<file path="src/rtl/sram_pkg.sv">
// -----------------------------------------------------------------------------
// sram_pkg
// Shared types and constants for the SRAM port controller.
//   state_t  : access sequencer states (IDLE -> SETUP -> STROBE -> HOLD)
//   client_t : bus clients that can own an access (CPU, video)
//   STROBE_MIN / STROBE_MAX : legal range of the strobe-length parameter
// -----------------------------------------------------------------------------
package sram_pkg;

    typedef enum logic [1:0] {
        ST_IDLE   = 2'd0,
        ST_SETUP  = 2'd1,
        ST_STROBE = 2'd2,
        ST_HOLD   = 2'd3
    } state_t;

    typedef enum logic {
        CLI_CPU = 1'b0,
        CLI_VID = 1'b1
    } client_t;

    localparam int STROBE_MIN = 1;
    localparam int STROBE_MAX = 4;
    // Strobe counter runs 0..STROBE_MAX-1.
    localparam int STROBE_CW  = $clog2(STROBE_MAX);

endpackage

</file>
<file path="src/rtl/sram_rr_arb.sv">
// -----------------------------------------------------------------------------
// sram_rr_arb
// Two-way round-robin arbiter, purely combinational.
// Ports:
//   req_i        [1:0] request vector, bit 0 = CPU, bit 1 = video
//   last_grant_i       client that won the previous grant (client_t encoding)
//   gnt_o        [1:0] one-hot grant, same bit order as req_i; 0 if no request
// On a tie the client that did not win last time is granted.
// -----------------------------------------------------------------------------
module sram_rr_arb
    import sram_pkg::*;
(
    input  logic [1:0] req_i,
    input  logic       last_grant_i,
    output logic [1:0] gnt_o
);

    always_comb begin
        // NOTE: every output gets a default before any branch, so no path
        // leaves it unassigned and no latch is inferred.
        gnt_o = 2'b00;
        case (req_i)
            2'b01:   gnt_o = 2'b01;
            2'b10:   gnt_o = 2'b10;
            2'b11:   gnt_o = (last_grant_i == CLI_VID) ? 2'b01 : 2'b10;
            default: gnt_o = 2'b00;
        endcase
    end

endmodule

</file>
<file path="src/rtl/sram_port_ctrl.sv">
// -----------------------------------------------------------------------------
// sram_port_ctrl
// Single-port controller for a 16-bit asynchronous SRAM shared by the Z80
// byte interface and a video word-read client.
// Ports:
//   mclk, reset                  clock, synchronous active-high reset
//   cpu_req/cpu_wr/cpu_a/cpu_dout Z80 request, direction, byte address, write byte
//   cpu_wait                     high while the CPU access is pending or in flight
//   rd_data                      last word read from the SRAM (held between reads)
//   vid_req/vid_a                video word-read request (level) and word address
//   vid_ack                      one-cycle pulse, rd_data valid for video
//   sram_*                       SRAM pins; all strobes and d_oe are registered
// Each access runs IDLE -> SETUP -> STROBE (STROBE cycles) -> HOLD -> IDLE.
// Arbitration happens only in IDLE.
// -----------------------------------------------------------------------------
module sram_port_ctrl
    import sram_pkg::*;
#(
    parameter int AW       = 18,
    parameter int STROBE   = 1,
    parameter int CPU_PAGE = 0
) (
    input  logic          mclk,
    input  logic          reset,
    input  logic          cpu_req,
    input  logic          cpu_wr,
    input  logic [15:0]   cpu_a,
    input  logic [7:0]    cpu_dout,
    output logic          cpu_wait,
    output logic [15:0]   rd_data,
    input  logic          vid_req,
    input  logic [AW-1:0] vid_a,
    output logic          vid_ack,
    output logic [AW-1:0] sram_a,
    input  logic [15:0]   sram_d_i,
    output logic [15:0]   sram_d_o,
    output logic          sram_d_oe,
    output logic          sram_oe_n,
    output logic          sram_we_n,
    output logic          sram_ub_n,
    output logic          sram_lb_n
);

    // Out-of-range strobe lengths are clamped to the legal range.
    localparam int STROBE_EFF = (STROBE < STROBE_MIN) ? STROBE_MIN :
                                (STROBE > STROBE_MAX) ? STROBE_MAX : STROBE;
    localparam logic [STROBE_CW-1:0] STROBE_LAST = STROBE_CW'(STROBE_EFF - 1);
    localparam int PW = AW - 15;
    localparam logic [PW-1:0] PAGE_BITS = PW'(CPU_PAGE);

    state_t                state_q, state_d;
    logic [STROBE_CW-1:0]  cnt_q, cnt_d;
    client_t               client_q, client_d;
    client_t               last_grant_q, last_grant_d;
    logic                  wr_q, wr_d;
    logic [AW-1:0]         addr_q, addr_d;
    logic [7:0]            wdata_q, wdata_d;
    logic [15:0]           lat_a_q, lat_a_d;
    logic                  lat_wr_q, lat_wr_d;
    logic                  cpu_done_q, cpu_done_d;
    logic [15:0]           rd_data_q, rd_data_d;
    logic                  vid_ack_q, vid_ack_d;
    logic                  oe_n_q, oe_n_d, we_n_q, we_n_d;
    logic                  ub_n_q, ub_n_d, lb_n_q, lb_n_d;
    logic                  d_oe_q, d_oe_d;
    logic                  strobe_next;
    logic                  cpu_done, cpu_pend;
    logic [1:0]            gnt;

    // A finished CPU access stays "done" only while the very same request is
    // still presented; any change of address/direction or a dropped request
    // makes it a new access.
    assign cpu_done = cpu_done_q && cpu_req && (cpu_a == lat_a_q) && (cpu_wr == lat_wr_q);
    assign cpu_pend = cpu_req && !cpu_done;
    assign cpu_wait = cpu_pend;

    sram_rr_arb u_arb (
        .req_i        ({vid_req, cpu_pend}),
        .last_grant_i (last_grant_q),
        .gnt_o        (gnt)
    );

    always_comb begin
        state_d      = state_q;
        cnt_d        = cnt_q;
        client_d     = client_q;
        last_grant_d = last_grant_q;
        wr_d         = wr_q;
        addr_d       = addr_q;
        wdata_d      = wdata_q;
        lat_a_d      = lat_a_q;
        lat_wr_d     = lat_wr_q;
        cpu_done_d   = cpu_done;
        rd_data_d    = rd_data_q;
        vid_ack_d    = 1'b0;

        case (state_q)
            ST_IDLE: begin
                if (state_q == ST_IDLE && gnt[0]) begin
                    client_d     = CLI_CPU;
                    last_grant_d = CLI_CPU;
                    wr_d         = cpu_wr;
                    addr_d       = {PAGE_BITS, cpu_a[15:1]};
                    wdata_d      = cpu_dout;
                    lat_a_d      = cpu_a;
                    lat_wr_d     = cpu_wr;
                    cpu_done_d   = 1'b0;
                    state_d      = ST_SETUP;
                end else if (gnt[1]) begin
                    client_d     = CLI_VID;
                    last_grant_d = CLI_VID;
                    wr_d         = 1'b0;
                    addr_d       = vid_a;
                    state_d      = ST_SETUP;
                end
            end
            ST_SETUP: begin
                cnt_d   = '0;
                state_d = ST_STROBE;
            end
            ST_STROBE: begin
                if (cnt_q == STROBE_LAST) begin
                    state_d = ST_HOLD;
                    if (!wr_q) rd_data_d = sram_d_i;
                    // Completion is registered so it is visible during HOLD.
                    if (client_q == CLI_CPU) cpu_done_d = 1'b1;
                    else                     vid_ack_d  = 1'b1;
                end else begin
                    cnt_d = cnt_q + 1'b1;
                end
            end
            ST_HOLD:  state_d = ST_IDLE;
            default:  state_d = ST_IDLE;
        endcase

        // Pin strobes are decoded from the *next* state and registered, so the
        // pins change cleanly on the clock edge with no decode glitches.
        strobe_next = (state_d == ST_STROBE);
        oe_n_d = !(strobe_next && !wr_d);
        we_n_d = !(strobe_next && wr_d);
        ub_n_d = !(strobe_next && (!wr_d || lat_a_d[0]));
        lb_n_d = !(strobe_next && (!wr_d || !lat_a_d[0]));
        d_oe_d = wr_d && (state_d != ST_IDLE);
    end

    always_ff @(posedge mclk) begin
        // NOTE: reset is synchronous; it only takes effect on a clock edge and
        // aborts any access in flight without completing it.
        if (reset) begin
            state_q      <= ST_IDLE;
            cnt_q        <= '0;
            client_q     <= CLI_CPU;
            last_grant_q <= CLI_VID;
            wr_q         <= 1'b0;
            addr_q       <= '0;
            wdata_q      <= '0;
            lat_a_q      <= '0;
            lat_wr_q     <= 1'b0;
            cpu_done_q   <= 1'b0;
            rd_data_q    <= '0;
            vid_ack_q    <= 1'b0;
            oe_n_q       <= 1'b1;
            we_n_q       <= 1'b1;
            ub_n_q       <= 1'b1;
            lb_n_q       <= 1'b1;
            d_oe_q       <= 1'b0;
        end else begin
            // NOTE: non-blocking assignments so every register samples the
            // pre-edge values, independent of statement order.
            state_q      <= state_d;
            cnt_q        <= cnt_d;
            client_q     <= client_d;
            last_grant_q <= last_grant_d;
            wr_q         <= wr_d;
            addr_q       <= addr_d;
            wdata_q      <= wdata_d;
            lat_a_q      <= lat_a_d;
            lat_wr_q     <= lat_wr_d;
            cpu_done_q   <= cpu_done_d;
            rd_data_q    <= rd_data_d;
            vid_ack_q    <= vid_ack_d;
            oe_n_q       <= oe_n_d;
            we_n_q       <= we_n_d;
            ub_n_q       <= ub_n_d;
            lb_n_q       <= lb_n_d;
            d_oe_q       <= d_oe_d;
        end
    end

    assign rd_data   = rd_data_q;
    assign vid_ack   = vid_ack_q;
    assign sram_a    = addr_q;
    assign sram_d_o  = {wdata_q, wdata_q};
    assign sram_d_oe = d_oe_q;
    assign sram_oe_n = oe_n_q;
    assign sram_we_n = we_n_q;
    assign sram_ub_n = ub_n_q;
    assign sram_lb_n = lb_n_q;

endmodule

</file>
<file path="config.mk">
export PLATFORM = sky130hd
export DESIGN_NAME = sram_port_ctrl
export DESIGN_NICKNAME = d
export VERILOG_FILES = /design/src/rtl/sram_pkg.sv /design/src/rtl/sram_rr_arb.sv /design/src/rtl/sram_port_ctrl.sv
export SDC_FILE = /design/constraint.sdc
export NUM_CORES = 1
export LEC_CHECK = 0
export ABC_AREA = 1
export CORE_AREA = 8 8 82 113
export DETAILED_ROUTE_END_ITERATION = 7
export DIE_AREA = 0 0 90 121
export PLACE_DENSITY_LB_ADDON = 0.08
export SLEW_MARGIN = 5
export SYNTH_ARGS = -nofsm -noshare
export SYNTH_HDL_FRONTEND = slang
export SYNTH_SLANG_ARGS = --single-unit
</file>
<file path="constraint.sdc">
create_clock -name mclk -period 2.06 [get_ports mclk]
set_clock_uncertainty 0.15 [all_clocks]
set_input_delay 0.309 -clock mclk [delete_from_list [all_inputs] [get_ports mclk]]
set_output_delay 0.309 -clock mclk [all_outputs]
set_load 0.02 [all_outputs]
</file>
* Word-level counts from Yosys, hierarchy flattened *
Index checks and enable logic that the tools add are counted.

operators by class
  add/subtract/negate cells = 1
  eq/ne operators = 10
  mux-type cells = 22
  bitwise gates (word level) = 3
  reductions and logical operators = 29

operators by type and width
  operator                                                         count
  18-bit two-way mux                                               2
  16-bit == test                                                   1
  1-bit two-way mux                                                11
  2-bit == test, second input constant                             5
  1-bit logical AND                                                10
  2-bit two-way mux                                                5
  2-bit one-hot mux with 4 select lines                            1
  1-bit zero test                                                  7
  2-bit one-hot mux with 3 select lines                            1
  2-bit AND reduction                                              3
  2-bit nonzero test                                               3
  2-bit by 1-bit == test with 1-bit output, second input constant  2
  2-bit zero test                                                  2
  2-bit one-hot mux with 2 select lines                            1
  1-bit inverter                                                   3
  3-bit AND reduction                                              1
  3-bit OR reduction                                               1
  2-bit by 1-bit adder with 2-bit output, second input constant    1
  1-bit logical OR                                                 2
  2-bit inequality test, second input constant                     1
  1-bit one-hot mux with 2 select lines                            1
  1-bit == test                                                    1

word-level totals
  bits in registers = 73
  output and inout port bits = 57
  word-level logic and storage cells = 83

* Logic depth before layout (Yosys ltp) *
Gate-level depths: netlist of the first run.

  depth in word-level cells = 14
  gate-level depth with buffers = 15

* By module *
Synthesis of the first run repeated with hierarchy kept, for this count alone.

second synthesis, totals
  cell total of the unflattened synthesis = 416
  area, all modules = 3,020.4 µm²

by module, submodules not included
  module          instances  cells an instance  area an instance (µm²)  sequential area each (µm²)
  sram_port_ctrl  1          411                2,999.1                 1,461.4
  sram_rr_arb     1          5                  21.3                    0.0

* Worst setup path after synthesis of the first run *
Ideal clock, no wire load.

  kind = register to register
  start = register lat_a_q[6]
  end = register addr_q[12], in the netlist sram_a[12]
  library setup time = 0.109 ns
  arrival = 1.432 ns
  slack = 0.369 ns
  stages on the path, launching flop included = 12
  buffers on the path = 1
  clock period less this slack = 1.691 ns
  cells stage by stage = dfxtp_1 inv_1 or2_2 nand3_1 nor2_1 nand3_2 nand4_2 buf_4 nand2_1 nand3_1 nand2_1 inv_1

on the way
  longest elaborated chain between the ends = 10

RTL lines
  item                                                                       RTL line               source
  start, declared                                                            sram_port_ctrl.sv:58   logic [15:0] lat_a_q, lat_a_d;
  start signal, assigned                                                     sram_port_ctrl.sv:177  lat_a_q <= lat_a_d;
  16-bit == test *                                                           sram_port_ctrl.sv:73   assign cpu_done = cpu_done_q && cpu_req && (cpu_a == lat_a_q) && (cpu_wr == lat_wr_q);
  1-bit logical AND * (2 in a row)                                           sram_port_ctrl.sv:73
  1-bit zero test *                                                          sram_port_ctrl.sv:74   assign cpu_pend = cpu_req && !cpu_done;
  1-bit logical AND *                                                        sram_port_ctrl.sv:74
  2-bit == test or 2-bit by 1-bit == test with 1-bit output (tied branches)  sram_rr_arb.sv:22      case (req_i)
  2-bit one-hot mux with 3 select lines *                                    sram_rr_arb.sv:22
  1-bit logical AND                                                          sram_port_ctrl.sv:99   if (state_q == ST_IDLE && gnt[0]) begin
  2-bit nonzero test (no source line)                                        --
  2-bit AND reduction (no source line)                                       --
  end signal, assigned                                                       sram_port_ctrl.sv:175  addr_q <= addr_d;
  end, declared                                                              sram_port_ctrl.sv:56   logic [AW-1:0] addr_q, addr_d;

Every way passes the cells marked *; elsewhere a longest branch is shown, timed or not.
A chain may end at the register's enable or synchronous reset.

* Worst setup path after layout of the first run *
  start = input cpu_a[11]
  end = output cpu_wait

on the way
  longest elaborated chain between the ends = 5

RTL lines
  item                            RTL line              source
  start, declared                 sram_port_ctrl.sv:27  input logic [15:0] cpu_a,
  16-bit == test                  sram_port_ctrl.sv:73
  1-bit logical AND (2 in a row)  sram_port_ctrl.sv:73
  1-bit zero test                 sram_port_ctrl.sv:74
  1-bit logical AND               sram_port_ctrl.sv:74
  end, declared                   sram_port_ctrl.sv:29  output logic cpu_wait,

Every way passes these cells.

==> results of run 1 <==
## cell usage after synthesis, drive strengths merged
master and n:
nand2 132, nor2 74, dfxtp 73, inv 60, a21oi 41, nand3 22
o21ai 20, buf 17, clkbuf 8, xnor2 5, ha 4, or2 3
nand4 2, nor3 2
## cell type report
| class | instances | area share, % |
|---|---|---|
| flip-flops and latches | 73 | 30.2 |
| repair buffers | 144 | 30.2 |
| multi-input cells | 305 | 28.9 |
| inverters | 60 | 4.63 |
| clock buffers | 13 | 3.27 |
| well taps | 100 | 2.57 |
| clock inverters | 3 | 0.309 |
| diodes | 1 | 0.0514 |
## power groups by stage
stage	clock [mW]	sequential [mW]	combinational [mW]
6_report	1.01	1.90	2.35
5_1_grt	1.10	1.94	2.58
4_1_cts	1.04	1.90	2.28
3_5_place_dp	0	1.92	2.27
3_3_place_gp	0	1.91	2.24
2_1_floorplan	0	2.19	1.04
## metrics by stage
| step | setup TNS, ps | hold slack (ps) | area [sq um] | utilization [%] |
|---|---|---|---|---|
| finish | 0 | 52.6 | 4870 | 64.0 |
| global route | -38.2 | 54.2 | 4860 | 63.9 |
| CTS | 0 | 37.0 | 4720 | 62.0 |
| detailed placement | -13300 | 305 | 4550 | 59.8 |
| global placement | -12000 | 296 | 4550 | 59.8 |
| floorplan | 0 | 264 | 3230 | - |
## flip-flops by register name, indices dropped and copies added (netlist names), 2 cells and up
register	cells
sram_a	18
state_q	2
wdata_q	8
lat_a_q	16
rd_data	16
cnt_q	2
## critical path, delay by kind of cell
family	cells	cell delay [ps]
buffers and inverters	3	650
AND/OR/NAND/NOR	4	420
XOR/XNOR	1	120
## path summary, 6_finish.rpt
kind                    from         end
setup / recovery   cpu_a[11]    cpu_wait
hold / removal         reset  state_q[1]
setup reg to reg  lat_a_q[6]  wdata_q[6]
hold reg to reg   lat_a_q[6]  lat_a_q[6]
## what timing repair did
item	CTS	global route
pin swaps	2	7
gates cloned	0	1
setup buffers	0	3
gates resized for setup	9	33
setup endpoints to repair	1	26
## cells by family (layout without fill, tap and decap cells)
| family | count (synthesis) | in the layout | synth area share (%) |
|---|---|---|---|
| flops | 73 | 73 | 45.3 |
| xor+xnor | 5 | 5 | 1.36 |
| buf+inv | 85 | 220 | 12.3 |
| fa+ha+maj | 4 | 4 | 1.55 |
| simple gates | 235 | 235 | 30.1 |
| compound gates | 61 | 61 | 9.46 |
| other cells | 0 | 1 | 0 |
## routing by layer
metal | global-route usage (%) | vias up | part of all wire [%]
li1 | - | 1666 | -
met1 | 18.2 | 1435 | 41
met2 | 30.1 | 83 | 51
met3 | 4.95 | 10 | 6.4
met4 | 7.52 | 0 | 1.6
met5 | 0 | - | 0
==> impl_results.md, run 1 <==
* Status: finished clean
* Min-Delay Path Depth at 2
* Synth Net Count at 530
* Routed Antenna Nets at 0
* Nets at 660
* TritonCTS Sinks at 73
* Sw Pwr at about 1.9 mW
* Vias post-DR at 3,194
* Post-route minimum period at 1960 ps
* Unique masters post-synth at 25
* Non-Filler Instances at 699
* H-tree levels at 3
* Drt total wl at 9170 microns
* Die Span X at 90 microns
* GPL Wtd Cong at 0.773
* GR Util All Layers at between 10% and 20%
* CP max stage cell: clkdlybuf4s50_1
* CTS clk-pin slew, worst paths at 70 ps
* First drt pass iteration count at 4
* Pins over their slew limit at 0
* Vias in the first global route at 3,199
* LEAKAGE at about 2.3 nW
* Total of max-cap violations at 0
* DRC viols at 0
* Int Pwr at 3.31 mW
* Peak per-stage delay on the critical path at 500 ps
* Final Setup Violations at 0
* Dominant cell type by area after synthesis: dfxtp_1
* CP Max Fanout at 2
* CTS Hold Bufs at 0
* Input/output buffers at 119
* CTS buffer count at 9
* CP Cell Sequence: clkdlybuf4s50_1, xnor2_1, nand2_1, nor2_2, nand3_2, nand2_2, inv_2, buf_6
* Drt via density at ~4.6
* Wire per inst at 13.1 microns
* Area occupied by multi-input gates at 1400 sq um
* Final HPWL DP at about 6700 microns
* Relative slew slack at 59.6%
* Fin crit share at 95.3%
* Placed insts at around 680
* IO Pins at between 100 and 150
* Max IR drop VDD at 0.734 mV
* Hold WC Path Type: in2reg
* Unrepaired setup endpoints after global routing: yes
* Most frequent cells in the layout: 128 x nand2_1, 102 x clkdlybuf4s50_1, 68 x dfxtp_1
* Syn Inst Count at approximately 460
* Clk Latency, worst-skew pair at 340 ps
* Post-Syn Area at 3230 sq um
* Largest net degree at the start of global routing at 32
* GRT overflow at 0
* Clock power frac at about a fifth
* Combinational Power Share at 44.7%
* First-pass GRT wire length at 15,100 microns
* CP required at approximately 1600 ps
* 1st-iter DRT viols at 97
* TritonCTS clock tree: yes
* Chip height at roughly 120 microns
* Slew @ Worst Pin at 606 ps
* Synth Register Bits at 73
* Final total power at 5.25 mW
* Part of the power in registers at 36.1%
* Reg area at 1470 sq um
* Most common cell after layout, fill and taps aside: nand2_1
* Mean post-synth cell area at about 7 sq um
* FMAX at 509 MHz
* CTS root buf: clkbuf_8
* Pwr dens at approximately 1100 nW/um^2
* Core area at 7610 sq um
* Final setup margin at 96.8 ps
* Fillcell total at 728
* Ranking of synthesized cells by area: dfxtp_1 45%, nand2_1 15%, nor2_1 8.3%, inv_1 7.0%, a21oi_1 6.4%
* Place WS at -441 ps
* R2R depth at 12
* Crit path kind: in2out
* Synth warnings at 0
* Critical path arrival at 1500 ps
* Area share of the largest cell type after synthesis at 45.3%
* Crit. End Element: output port
* Max Root-Sink Buffers at 2
* Fin. Hold Viols at 0
* Area Growth Syn to Fin at 50.8%
* Seq/Total Area, Yosys at 45.3%
* Share of layout cells above drive strength 1 at 11.4%
* Worst R2R Setup Slack at 150 ps
* Starting density of the core at 42.4%
* Die ar. at 10,900 sq um
* Worst setup SP type: input port
* Switching share of power at 36.9%
* Antenna violations before repair at 0
* Row count at 38
Note: power is estimated with default switching activity, not from simulation.
==> run 2: changes to the inputs <==
- CORE_AREA: 8 8 82 113 -> 8 8 97 134
- DIE_AREA: 0 0 90 121 -> 0 0 105 142
- SKIP_CTS_REPAIR_TIMING: default -> 1
==> impl_results.md, run 2 (synthesis gave the netlist of run 1 again) <==
* Drt total wl at 9890 microns (+7.8%)
* Post-route minimum period at 1980 ps (+12.7 ps)
* First-pass GRT wire length at 15,300 microns (+0.86%)
* Share of layout cells above drive strength 1 at 11.2% (-0.20 points)
* H-tree levels at 3 (unchanged)
* CTS buffer count at 9 (unchanged)
* Nets at 653 (-1.1%)
* R2R Path End: sram_a[1]
* Fillcell total at 1,137 (+56%)
* Final total power at 6.11 mW (+16%)
* Starting density of the core at 29.2% (-13 points)
* Critical path arrival at 1520 ps (+20 ps)
* Slew @ Worst Pin at 615 ps (+9.49 ps)
* CP Max Fanout at 2 (unchanged)
* Pins over their slew limit at 0 (unchanged)
* Hold WC Path Type: in2reg
* R2R depth at 14 (+2)
* Worst r2r src: lat_a_q[6]
* Crit. End Element: output port
* Max Root-Sink Buffers at 2 (unchanged)
* Die Span X at 105 microns (+17%)
* Row count at 46 (+21%)
* GPL Wtd Cong at 0.744 (-3.8%)
* Most common cell after layout, fill and taps aside: nand2_1
* Min-Delay Path Depth at 2 (unchanged)
* Wire per inst at 13.5 microns (+2.5%)
* Worst setup SP type: input port
* First drt pass iteration count at 4 (unchanged)
* CP Cell Sequence: clkdlybuf4s50_1, xnor2_1, nand3_1, nor2_2, nand3_2, nand2_2, inv_2, buf_6
* CP delay by family, top: buffers and inverters
* Fin. Hold Viols at 0 (unchanged)
* GRT overflow at 0 (unchanged)
* Antenna cells at 0 (-1)
* Status: finished clean
* Hold Path End: state_q[1]
* Pwr dens at 1200 nW/um^2 (+12%)
* 1st-iter DRT viols at 109 (+12%)
* Antenna violations before repair at 2 (+2)
* Core area at 11,100 sq um (+45%)
* Input/output buffers at 119 (unchanged)
* DRC viols at 0 (unchanged)
* Final HPWL DP at 6960 microns (+3.9%)
* Relative slew slack at 58.9% (-0.63 points)
* Crit path kind: in2out
* Clk Latency, worst-skew pair at 330 ps (about the same)
* Chip height at 142 microns (+17%)
* TritonCTS Sinks at 73 (unchanged)
* Vias in the first global route at 3,070 (-4.0%)
* Final Setup Violations at 0 (unchanged)
* LEAKAGE at 2.34 nW (+3.5%)
* Worst R2R Setup Slack at 110 ps (-40 ps)
* Hold path startpoint: reset
* Area occupied by multi-input gates at 1400 sq um (-0.53%)
* Largest net degree at the start of global routing at 48 (+50%)
* Drt via density at 4.24 (-7.3%)
* Peak per-stage delay on the critical path at 490 ps (about the same)
* Total of max-cap violations at 0 (unchanged)
* Max reg flops at 18 (unchanged)
* Max IR drop VDD at 0.620 mV (-16%)
* FMAX at 506 MHz (-0.65%)
* IO Pins at 120 (unchanged)
* TritonCTS clock tree: yes
* CTS clk-pin slew, worst paths at 50 ps (-20 ps)
* Fin crit share at 95.9% (+0.62 points)
* Worst Path Buf+Inv at 3 (unchanged)
* CP max stage cell: clkdlybuf4s50_1
* Die ar. at 14,900 sq um (+37%)
* Vias post-DR at 3,114 (-2.5%)
* Routed Antenna Nets at 0 (unchanged)
* CTS root buf: clkbuf_16
* Reg area at 1470 sq um (+0.17%)
* Final TNS setup at 0 ps (unchanged)
* CP required at 1600 ps (about the same)
* GR Util All Layers at 12.9% (-4.1 points)
* Most frequent cells in the layout: 126 x nand2_1, 102 x clkdlybuf4s50_1, 67 x nor2_1
* Area Growth Syn to Fin at 57.1%
-- run 2: cell count changes in the layout (fill, tap and decap cells not counted), sizes merged --
cell          change
buf               -8
dlygate4sd2       -4
dlymetal6s2s      +4
bufinv            +3
clkbuf            -3
clkinvlp          +2
clkinv            -1
diode             -1
-- run 2: worst max path at each step --
stage                      from    endpoint  slack [ps]  cells after the start
global placement       cpu_a[8]    cpu_wait        -470                      9
floorplan            lat_a_q[6]  sram_a[12]         370                     11
finish                 cpu_a[7]    cpu_wait          80                      8
detailed placement    cpu_a[13]    cpu_wait        -470                     11
global route        lat_a_q[12]    cpu_wait          -6                     10
CTS                   cpu_a[13]    cpu_wait        -480                     11
-- run 2: per-stage QoR --
stage / worst slack (ps) / hold WS [ps] / util [%] / instances / cell area (sq um)
floorplan: 369 / 264 / - / 463 / 3230
global placement: -469 / 289 / 41.4 / 714 / 4570
detailed placement: -471 / 302 / 41.4 / 714 / 4570
CTS: -483 / 50.7 / 44.5 / 730 / 4910
global route: -6.06 / 59.9 / 45.9 / 735 / 5070
finish: 84.0 / 58.8 / 45.9 / 735 / 5070
-- run 2: layout make-up --
| class | count | area share [%] |
|---|---|---|
| clock buffers | 9 | 4.44 |
| well taps | 144 | 3.55 |
| clock inverters | 7 | 2.35 |
| multi-input cells | 305 | 27.5 |
| inverters | 60 | 4.44 |
| flip-flops and latches | 73 | 29.0 |
| repair buffers | 137 | 28.7 |
-- run 2: where the power goes --
group	leakage [nW]	total [mW]	switching (mW)	internal [mW]
clock network	0.162	1.79	0.604	1.18
logic	1.57	2.42	1.31	1.10
registers	0.602	1.90	0.164	1.74
-- run 2: layer usage --
layer	GRT usage, %	share of wire, %
met1	13.9	42
met2	21.7	50
met3	4.71	6.4
met4	6.33	1.2
met5	0	0.27
